`src/rtl/timer_pkg.sv`:
```
// Shared definitions for the interval timer: FSM state encoding and default width.
package timer_pkg;
  localparam int unsigned TIMER_WIDTH = 8;

  typedef enum logic [1:0] {
    ST_IDLE   = 2'd0,
    ST_RUN    = 2'd1,
    ST_PAUSED = 2'd2
  } state_e;
endpackage

```
`src/rtl/interval_counter.sv`:
```
// Elapsed-cycle counter for the interval timer; clear wins over enable.
module interval_counter #(
  parameter int unsigned WIDTH = 8
) (
  input  logic             clk,
  input  logic             rst_n,
  input  logic             clear,
  input  logic             en,
  output logic [WIDTH-1:0] count
);
  logic [WIDTH-1:0] count_q;
  logic [WIDTH-1:0] count_d;

  always_comb begin
    count_d = count_q;
    if (clear) begin
      count_d = '0;
    end else if (en) begin
      count_d = count_q + WIDTH'(1);
    end
  end

  always_ff @(posedge clk or negedge rst_n) begin
    if (!rst_n) begin
      count_q <= '0;
    end else begin
      count_q <= count_d;
    end
  end

  assign count = count_q;
endmodule

```
`src/rtl/timer_ctrl.sv`:
```
// Interval timer control: start handshake, one-shot/periodic sequencing,
// pause/stop handling and registered expire / cfg_err pulses.
module timer_ctrl
  import timer_pkg::*;
#(
  parameter int unsigned WIDTH = TIMER_WIDTH
) (
  input  logic             clk,
  input  logic             rst_n,
  input  logic             start,
  output logic             start_ready,
  input  logic [WIDTH-1:0] limit,
  input  logic             periodic,
  input  logic             pause,
  input  logic             stop,
  output logic [WIDTH-1:0] count,
  output logic             busy,
  output logic             expire,
  output logic             cfg_err
);
  state_e           state_q;
  logic [WIDTH-1:0] limit_q;
  logic             periodic_q;
  logic             expire_q;
  logic             cfg_err_q;

  logic             limit_zero;
  logic             start_go;
  logic             run_go;
  logic             at_terminal;
  logic             cnt_clear;
  logic             cnt_en;

  assign start_ready = (state_q == ST_IDLE);
  assign busy        = (state_q != ST_IDLE);
  assign limit_zero  = (limit == '0);

  // stop overrides everything, so an accepted start or an advancing RUN cycle
  // both require stop low.
  assign start_go    = start_ready && start && !stop && !limit_zero;
  assign run_go      = (state_q == ST_RUN) && !pause && !stop;
  assign at_terminal = (count == (limit_q - WIDTH'(1)));

  assign cnt_clear = stop || start_go || (run_go && at_terminal);
  assign cnt_en    = run_go && !at_terminal;

  interval_counter #(
    .WIDTH(WIDTH)
  ) u_counter (
    .clk  (clk),
    .rst_n(rst_n),
    .clear(cnt_clear),
    .en   (cnt_en),
    .count(count)
  );

  always_ff @(posedge clk or negedge rst_n) begin
    if (!rst_n) begin
      state_q    <= ST_IDLE;
      limit_q    <= '0;
      periodic_q <= 1'b0;
      expire_q   <= 1'b0;
      cfg_err_q  <= 1'b0;
    end else begin
      expire_q  <= 1'b0;
      cfg_err_q <= 1'b0;
      if (stop) begin
        state_q <= ST_IDLE;
      end else begin
        case (state_q)
          ST_IDLE: begin
            if (start) begin
              if (limit_zero) begin
                cfg_err_q <= 1'b1;
              end else begin
                limit_q    <= limit;
                periodic_q <= periodic;
                state_q    <= ST_RUN;
              end
            end
          end
          ST_RUN: begin
            if (pause) begin
              state_q <= ST_PAUSED;
            end else if (at_terminal) begin
              expire_q <= 1'b1;
              if (!periodic_q) begin
                state_q <= ST_IDLE;
              end
            end
          end
          ST_PAUSED: begin
            if (!pause) begin
              state_q <= ST_RUN;
            end
          end
          default: state_q <= ST_IDLE;
        endcase
      end
    end
  end

  assign expire  = expire_q;
  assign cfg_err = cfg_err_q;
endmodule

```
`config.mk`:
```
export PLATFORM = sky130hd
export DESIGN_NAME = timer_ctrl
export DESIGN_NICKNAME = d
export VERILOG_FILES = /design/src/rtl/timer_pkg.sv /design/src/rtl/interval_counter.sv /design/src/rtl/timer_ctrl.sv
export SDC_FILE = /design/constraint.sdc
export NUM_CORES = 1
export LEC_CHECK = 0
export CAP_MARGIN = 20
export CORE_UTILIZATION = 45
export CTS_CLUSTER_SIZE = 8
export DETAILED_ROUTE_END_ITERATION = 8
export DONT_BUFFER_PORTS = 1
export PLACE_DENSITY_LB_ADDON = 0.2
export SYNTH_ARGS = -nofsm -noshare
export SYNTH_HDL_FRONTEND = slang
export SYNTH_HIERARCHICAL = 1
export SYNTH_SLANG_ARGS = --single-unit
```
`constraint.sdc`:
```
create_clock -name clk -period 2.65 [get_ports clk]
set_clock_uncertainty 0.2 [all_clocks]
set_input_delay 0.3975 -clock clk [delete_from_list [all_inputs] [get_ports clk]]
set_output_delay 0.3975 -clock clk [all_outputs]
set_load 0.02 [all_outputs]
```
==> run_results.csv, run 1 <==
group,metric,value,unit
die,initial_utilization,48.77,%
grt,overflow,0,
placed_design,io_buffers,0,
worst_setup_path,crit_path_max_incr_delay,0.48,ns
clocking,clkLatencyLatePin,0.31,ns
die,core_area,2545,sq um
yosys,synth.area.top_cells,"dfrtp_1, mux2_2, xor2_1, xnor2_1, nor2_1",
timing,worstMarginPinSlew,0.9717,ns
timing,rsz0062_at_grt,"yes",
drt,routed_wl,2.690,mm
drt,vias,950,
yosys,synth_commonest_cells,"dfrtp_1, nor2_1, xor2_1",
pwr,power_density,580.0,nW/um^2
worst_setup_path,critical_path_class,"reg -> reg",
clocking,cts_tree,"yes",
drt,drt_iter0_drc,22,
finish,layout.nets,161,
min_path,hold_class,"in -> reg",
worst_setup_path,cp_max_fo,6,
yosys,synth_area,1241,sq um
yosys,synthCells,120,
finish,drive_above_1_share,31.25,%
drt,viasPerCell,5.460,
grt,grt_max_degree,22,
yosys,synthArstFlopShare,100.0,%
timing,setup_viol,2,
worst_setup_path,worstPathRequired,2.69,ns
finish,antenna_cells,0,
clocking,ctsHtreeMaxLevel,1,
yosys,synth_cell_type_count,35,
timing,fin_crit,2.727,ns
grt,track_usage,20.84,%
grt,antenna_found_initial,0,
run_status,violations,"setup timing",
yosys,syn_avg_cell_area,10.34,sq um
yosys,syn_nets,136,
pwr,p_sw,0.2914,mW
run,cap_violations,0,
die,dieArea,2972,sq um
pwr,irDropWorstVdd,0.4747,mV
timing,max_freq,0.3667,GHz
die,die_h,54.52,um
timing,finalSetupTns,-0.1244,ns
timing,timing.final.hold_violations,0,
grt,grt_pass1_wl,4.381,mm
worst_setup_path,start_kind,"flop",
yosys,synth_top_area_share,42.34,%
run_status,outcome,"complete, but fails checks",
worst_setup_path,cp_cell_sequence,"inv_2 > ha_4 > o21ai_1 > or4b_4 > o31ai_4 > o21bai_4 > o41ai_2 > buf_4 > o2111ai_4 > or3_1 > a21oi_1",
timing,relSlewSlack,35.01,%
die,io_pins,26,
yosys,yosysWarningCount,6,
drt,drc_errors,0,
yosys,yosysTopAreaCell,"dfrtp_1",
finish,fin_util,58.95,%
clocking,cts_root_buffer,"clkbuf_4",
pwr,p_leak,0.6297,nW
yosys,ys.flop_type,"dfrtp_1",
timing,setup_slack,-0.07735,ns
grt,grt_pass1_vias,944,
yosys,synth_edf_count,0,
pwr,p_sw_share,33.50,%
drt,ant_nets,0,
timing,slew_violations,0,
placed_design,hpwl,2.112,mm
drt,first_pass_iters,4,
yosys,synth-seq-cells,21,
yosys,yosysSeqAreaShare,42.34,%
worst_setup_path,crit_slowest_cell,"or4b_4",
finish,syn_to_final_growth,20.87,%
pwr,seq_power_share,48.2,%
die,die_x,54.52,um
placed_design,gp_congestion,0.8104,
worst_setup_path,critPathArrivalTime,2.77,ns
pwr,pwr-share-clk,18.1,%
pwr,comb_power_share,33.6,%
pwr,power.internal,0.5787,mW
worst_setup_path,worst_setup_path_end_kind,"flop",
clocking,cts_made_buffers,3,
yosys,yosysMostFrequentCell,"dfrtp_1",
die,rows,18,
clocking,clkTransAtPathRegs,0.12,ns
clocking,cts.sinks,21,
drt,wire_per_inst,15.46,um
timing,timing.final.crit_share,102.9,%
finish,fillCellCount,230,
clocking,clock_path_buffers,2,
## flip-flops by register name (all words and copies together), names as in the netlist
signal,flops
periodic_q,1
state_q,2
cfg_err,1
u_counter/count,8
expire,1
limit_q,8
## stage by stage
step	instance area [sq um]	std cells	hold slack (ns)	setup slack, ns	power [mW]
floorplan	1280	120	-0.09809	0.01392	0.6297
global placement	1429	165	-0.09773	0.0007840	0.6886
detailed placement	1429	165	-0.09770	-0.08431	0.6964
CTS	1485	172	0.0009744	-0.08345	0.8710
global route	1500	174	0.009850	-0.2361	0.9201
finish	1500	174	0.002916	-0.07735	0.8701
## worst max-delay path, delay by kind of cell, from the launching register on
kind                       cells  cell delay (ns)
AOI/OAI and AO/OA              6             0.78
adders and majority gates      1             0.18
buffers and inverters          2             0.25
DFF                            1             0.42
and+or+nand+nor                2             0.82
## power groups by stage
| stage | Combinational, mW | Clock (mW) | Sequential (mW) |
|---|---|---|---|
| 5_1_grt | 0.325 | 0.169 | 0.427 |
| 6_report | 0.293 | 0.158 | 0.420 |
| 3_3_place_gp | 0.267 | 0 | 0.422 |
| 2_1_floorplan | 0.224 | 0 | 0.405 |
| 3_5_place_dp | 0.271 | 0 | 0.425 |
| 4_1_cts | 0.289 | 0.162 | 0.420 |
## cell families after synthesis
| family | synth area share (%) |
|---|---|
| AOI/OAI and AO/OA | 13.21 |
| buffers and inverters | 4.334 |
| xor gates and xnor gates | 11.90 |
| muxes | 7.964 |
| and+or+nand+nor | 18.25 |
| DFF | 42.34 |
| adders and majority gates | 2.016 |
## final timing paths
check                      startpoint                  to  slack [ns]  depth (start not counted)
max                        limit_q[1]  u_counter/count[5]       -0.08                         11
min                          limit[0]          limit_q[0]       0.003                          2
max reg2reg                limit_q[1]  u_counter/count[5]       -0.08                         11
min reg2reg                periodic_q          periodic_q        0.35                          1
max in group asynchronous       rst_n  u_counter/count[2]        1.12                          1
min in group asynchronous       rst_n          limit_q[7]        0.48                          1
## cell usage in the layout, fill, tap and decap left out, types with 3 or more instances in the layout
cell type  instances
dfrtp_1           18
clkbuf_4           3
nand2_1            8
nor2_1            12
nand3_1            3
mux2_2             7
inv_1              4
xnor2_1            6
nor4_1             3
o21ai_0            5
nand3b_1           3
a21oi_1            6
buf_4             22
or3_1              3
dfrtp_2            3
xor2_1             9
## routing by layer
metal	share of wire [%]	routed length [um]	GRT usage, %	vias up
li1	-	-	-	471
met1	46	1239	27.57	452
met2	47	1256	31.91	21
met3	5.3	142	5.278	6
met4	1.9	51	8.974	0
met5	0	0	0	-
## area by class of cell
cell class | instances | area (sq um) | share of cell area [%]
Multi-Input combinational cell | 89 | 699.4 | 46.62
Timing Repair Buffer | 24 | 185.2 | 12.34
Sequential cell | 21 | 529.3 | 35.28
Inverter | 6 | 22.52 | 1.501
Clock buffer | 4 | 26.28 | 1.751
Tap cell | 30 | 37.54 | 2.502
## what timing repair did
item,4_1_cts,5_1_grt
hold buffers,2,0
gates resized for setup,4,0
endpoints found under the hold margin,23,0
endpoints found under the setup margin,3,5
pin swaps,1,0
buffers inserted,1,2
Power figures use the tool's default switching activity.
==> run 2: changes to the inputs <==
--- a/config.mk
+++ b/config.mk
@@ -6,10 +6,12 @@
 export NUM_CORES = 1
 export LEC_CHECK = 0
 export CAP_MARGIN = 20
+export CORE_ASPECT_RATIO = 0.7
 export CORE_UTILIZATION = 45
 export CTS_CLUSTER_SIZE = 8
 export DETAILED_ROUTE_END_ITERATION = 8
 export DONT_BUFFER_PORTS = 1
+export MAX_ROUTING_LAYER = met4
 export PLACE_DENSITY_LB_ADDON = 0.2
 export SYNTH_ARGS = -nofsm -noshare
 export SYNTH_HDL_FRONTEND = slang
==> run 2 against run 1 <==
The run still ends with setup timing left. Highest routed layer unchanged. Combinational power up 11%. Sequential power is 1% higher. First-iteration DRC count increased by 59%.
==> run_results.csv, run 2 (synthesis gave the netlist of run 1 again) <==
group,metric,value,unit
run_status,outcome,"complete, but fails checks",
run_status,violations,"setup timing",
clocking,clkLatencyLatePin,0.26,ns
timing,max_freq,0.3655,GHz
worst_setup_path,r2r-start,"limit_q[2]",
placed_design,gp_congestion,0.8468,
worst_setup_path,start_kind,"flop",
finish,layout_common_cells,"buf_4, dfrtp_1, nor2_1",
timing,slew_violations,0,
placed_design,io_buffers,0,
clocking,cts.sinks,21,
drt,drt_iter0_drc,35,
die,core_area,2534,sq um
min_path,min_from,"stop",
worst_setup_path,critPathArrivalTime,2.73,ns
min_path,hold_end,"state_q[0]",
grt,grt_pass1_wl,4.678,mm
placed_design,dpl_cell_area,1449,sq um
die,dieArea,2976,sq um
finish,drive_above_1_share,36.30,%
timing,rsz0062_at_grt,"yes",
min_path,hold_class,"in -> reg",
timing,timing.final.crit_share,103.2,%
grt,antenna_found_initial,0,
timing,setup_viol,4,
timing,hold_ws,0.02260,ns
timing,timing.final.hold_violations,0,
grt,overflow,0,
worst_setup_path,cp_max_fo,6,
timing,fin_crit,2.736,ns
drt,drc_errors,0,
die,io_pins,26,
placed_design,hpwl,2.212,mm
clocking,cts_made_buffers,3,
grt,grt_pass1_vias,953,
finish,syn_to_final_growth,27.42,%
min_path,hold_path_depth,1,
drt,first_pass_iters,4,
drt,vias,1019,
die,die_h,45.94,um
worst_setup_path,worstPathRequired,2.65,ns
pwr,p_leak,0.6560,nW
run,cap_violations,0,
drt,wire_per_inst,16.56,um
grt,grt_max_degree,22,
drt,ant_nets,0,
clocking,clock_path_buffers,2,
finish,final_common_cell,"buf_4",
clocking,ctsHtreeMaxLevel,1,
pwr,irDropWorstVdd,0.4585,mV
die,rows,15,
die,die_x,64.77,um
worst_setup_path,reg2reg_depth,10,
worst_setup_path,rrSetupSlack,-0.09,ns
pwr,power_density,609.5,nW/um^2
finish,final_cell_area,1582,sq um
clocking,cts_root_buffer,"clkbuf_8",
worst_setup_path,critical_path_class,"reg -> reg",
clocking,clkTransAtPathRegs,0.08,ns
timing,setup_slack,-0.08610,ns
worst_setup_path,worst_setup_path_end_kind,"flop",
timing,worstMarginPinSlew,0.5352,ns
drt,routed_wl,2.981,mm
die,initial_utilization,48.99,%
grt,track_usage,22.48,%
clocking,cts_tree,"yes",
worst_setup_path,worstReg2RegEnd,"u_counter/count[7]",
finish,layout.nets,163,
finish,antenna_cells,0,
timing,relSlewSlack,63.99,%
drt,viasPerCell,5.661,
==> run 2: changes by cell type in the layout (fill, tap and decap cells not counted), sizes merged <==
cell / previous run / this run
buf: 22 / 24
==> run 2: metrics by stage <==
step	setup TNS [ns]	total power [mW]	setup slack, ns	instances	util, %
6_report	-0.2235	0.9640	-0.08610	180	62.42
5_1_grt	-0.7114	1.019	-0.2213	180	62.42
4_1_cts	-0.4391	0.9414	-0.1847	178	60.05
3_5_place_dp	-0.4043	0.7118	-0.1730	171	57.19
3_3_place_gp	-0.09798	0.7030	-0.05703	171	57.19
2_1_floorplan	0	0.6297	0.01392	120	-
==> run 2: worst max-delay path: stages (launching register included) <==
cell and delay [ns]:
dfrtp_2 0.48, nor4_4 0.34, nand2_1 0.11, xor2_1 0.17, o31ai_4 0.27, o21bai_4 0.10, o41ai_4 0.23, buf_4 0.18
o2111ai_4 0.11, or3_1 0.34, a21oi_2 0.14
==> run 2: how the worst max path moves through the flow <==
stage | start | endpoint | depth (start not counted)
floorplan | limit_q[0] | u_counter/count[5] | 11
global placement | limit_q[2] | u_counter/count[5] | 10
detailed placement | limit_q[0] | u_counter/count[7] | 11
CTS | limit_q[0] | u_counter/count[7] | 11
global route | limit_q[2] | u_counter/count[7] | 10
finish | limit_q[2] | u_counter/count[7] | 10
==> run 2: repair_timing <==
action                                 CTS  global route
hold buffers                             2             0
buffers inserted                         1             1
endpoints found under the hold margin   22             0
pin swaps                                0             1
setup endpoints to repair                3             4
gates resized for setup                  0            12
==> run 2: cell type report <==
cell class	count	area, sq um
timing repair buffer	26	207.7
fill	216	952.2
tap	34	42.54
multi-input combinational	89	733.2
clock buffer	4	45.04
inverter	6	22.52
sequential	21	530.5
==> run 2: where the power goes <==
| part | internal, mW | leakage [nW] | switching, mW |
|---|---|---|---|
| logic | 0.176 | 0.365 | 0.150 |
| registers | 0.362 | 0.268 | 0.0634 |
| clock network | 0.107 | 0.0228 | 0.105 |
==> run 2: metal layers <==
| metal | global-route usage (%) | routed length (um) |
|---|---|---|
| met2 | 33.33 | 1338 |
| met5 | - | 0 |
| met1 | 30.71 | 1451 |
| met3 | 6.500 | 172 |
| met4 | 4.000 | 19 |
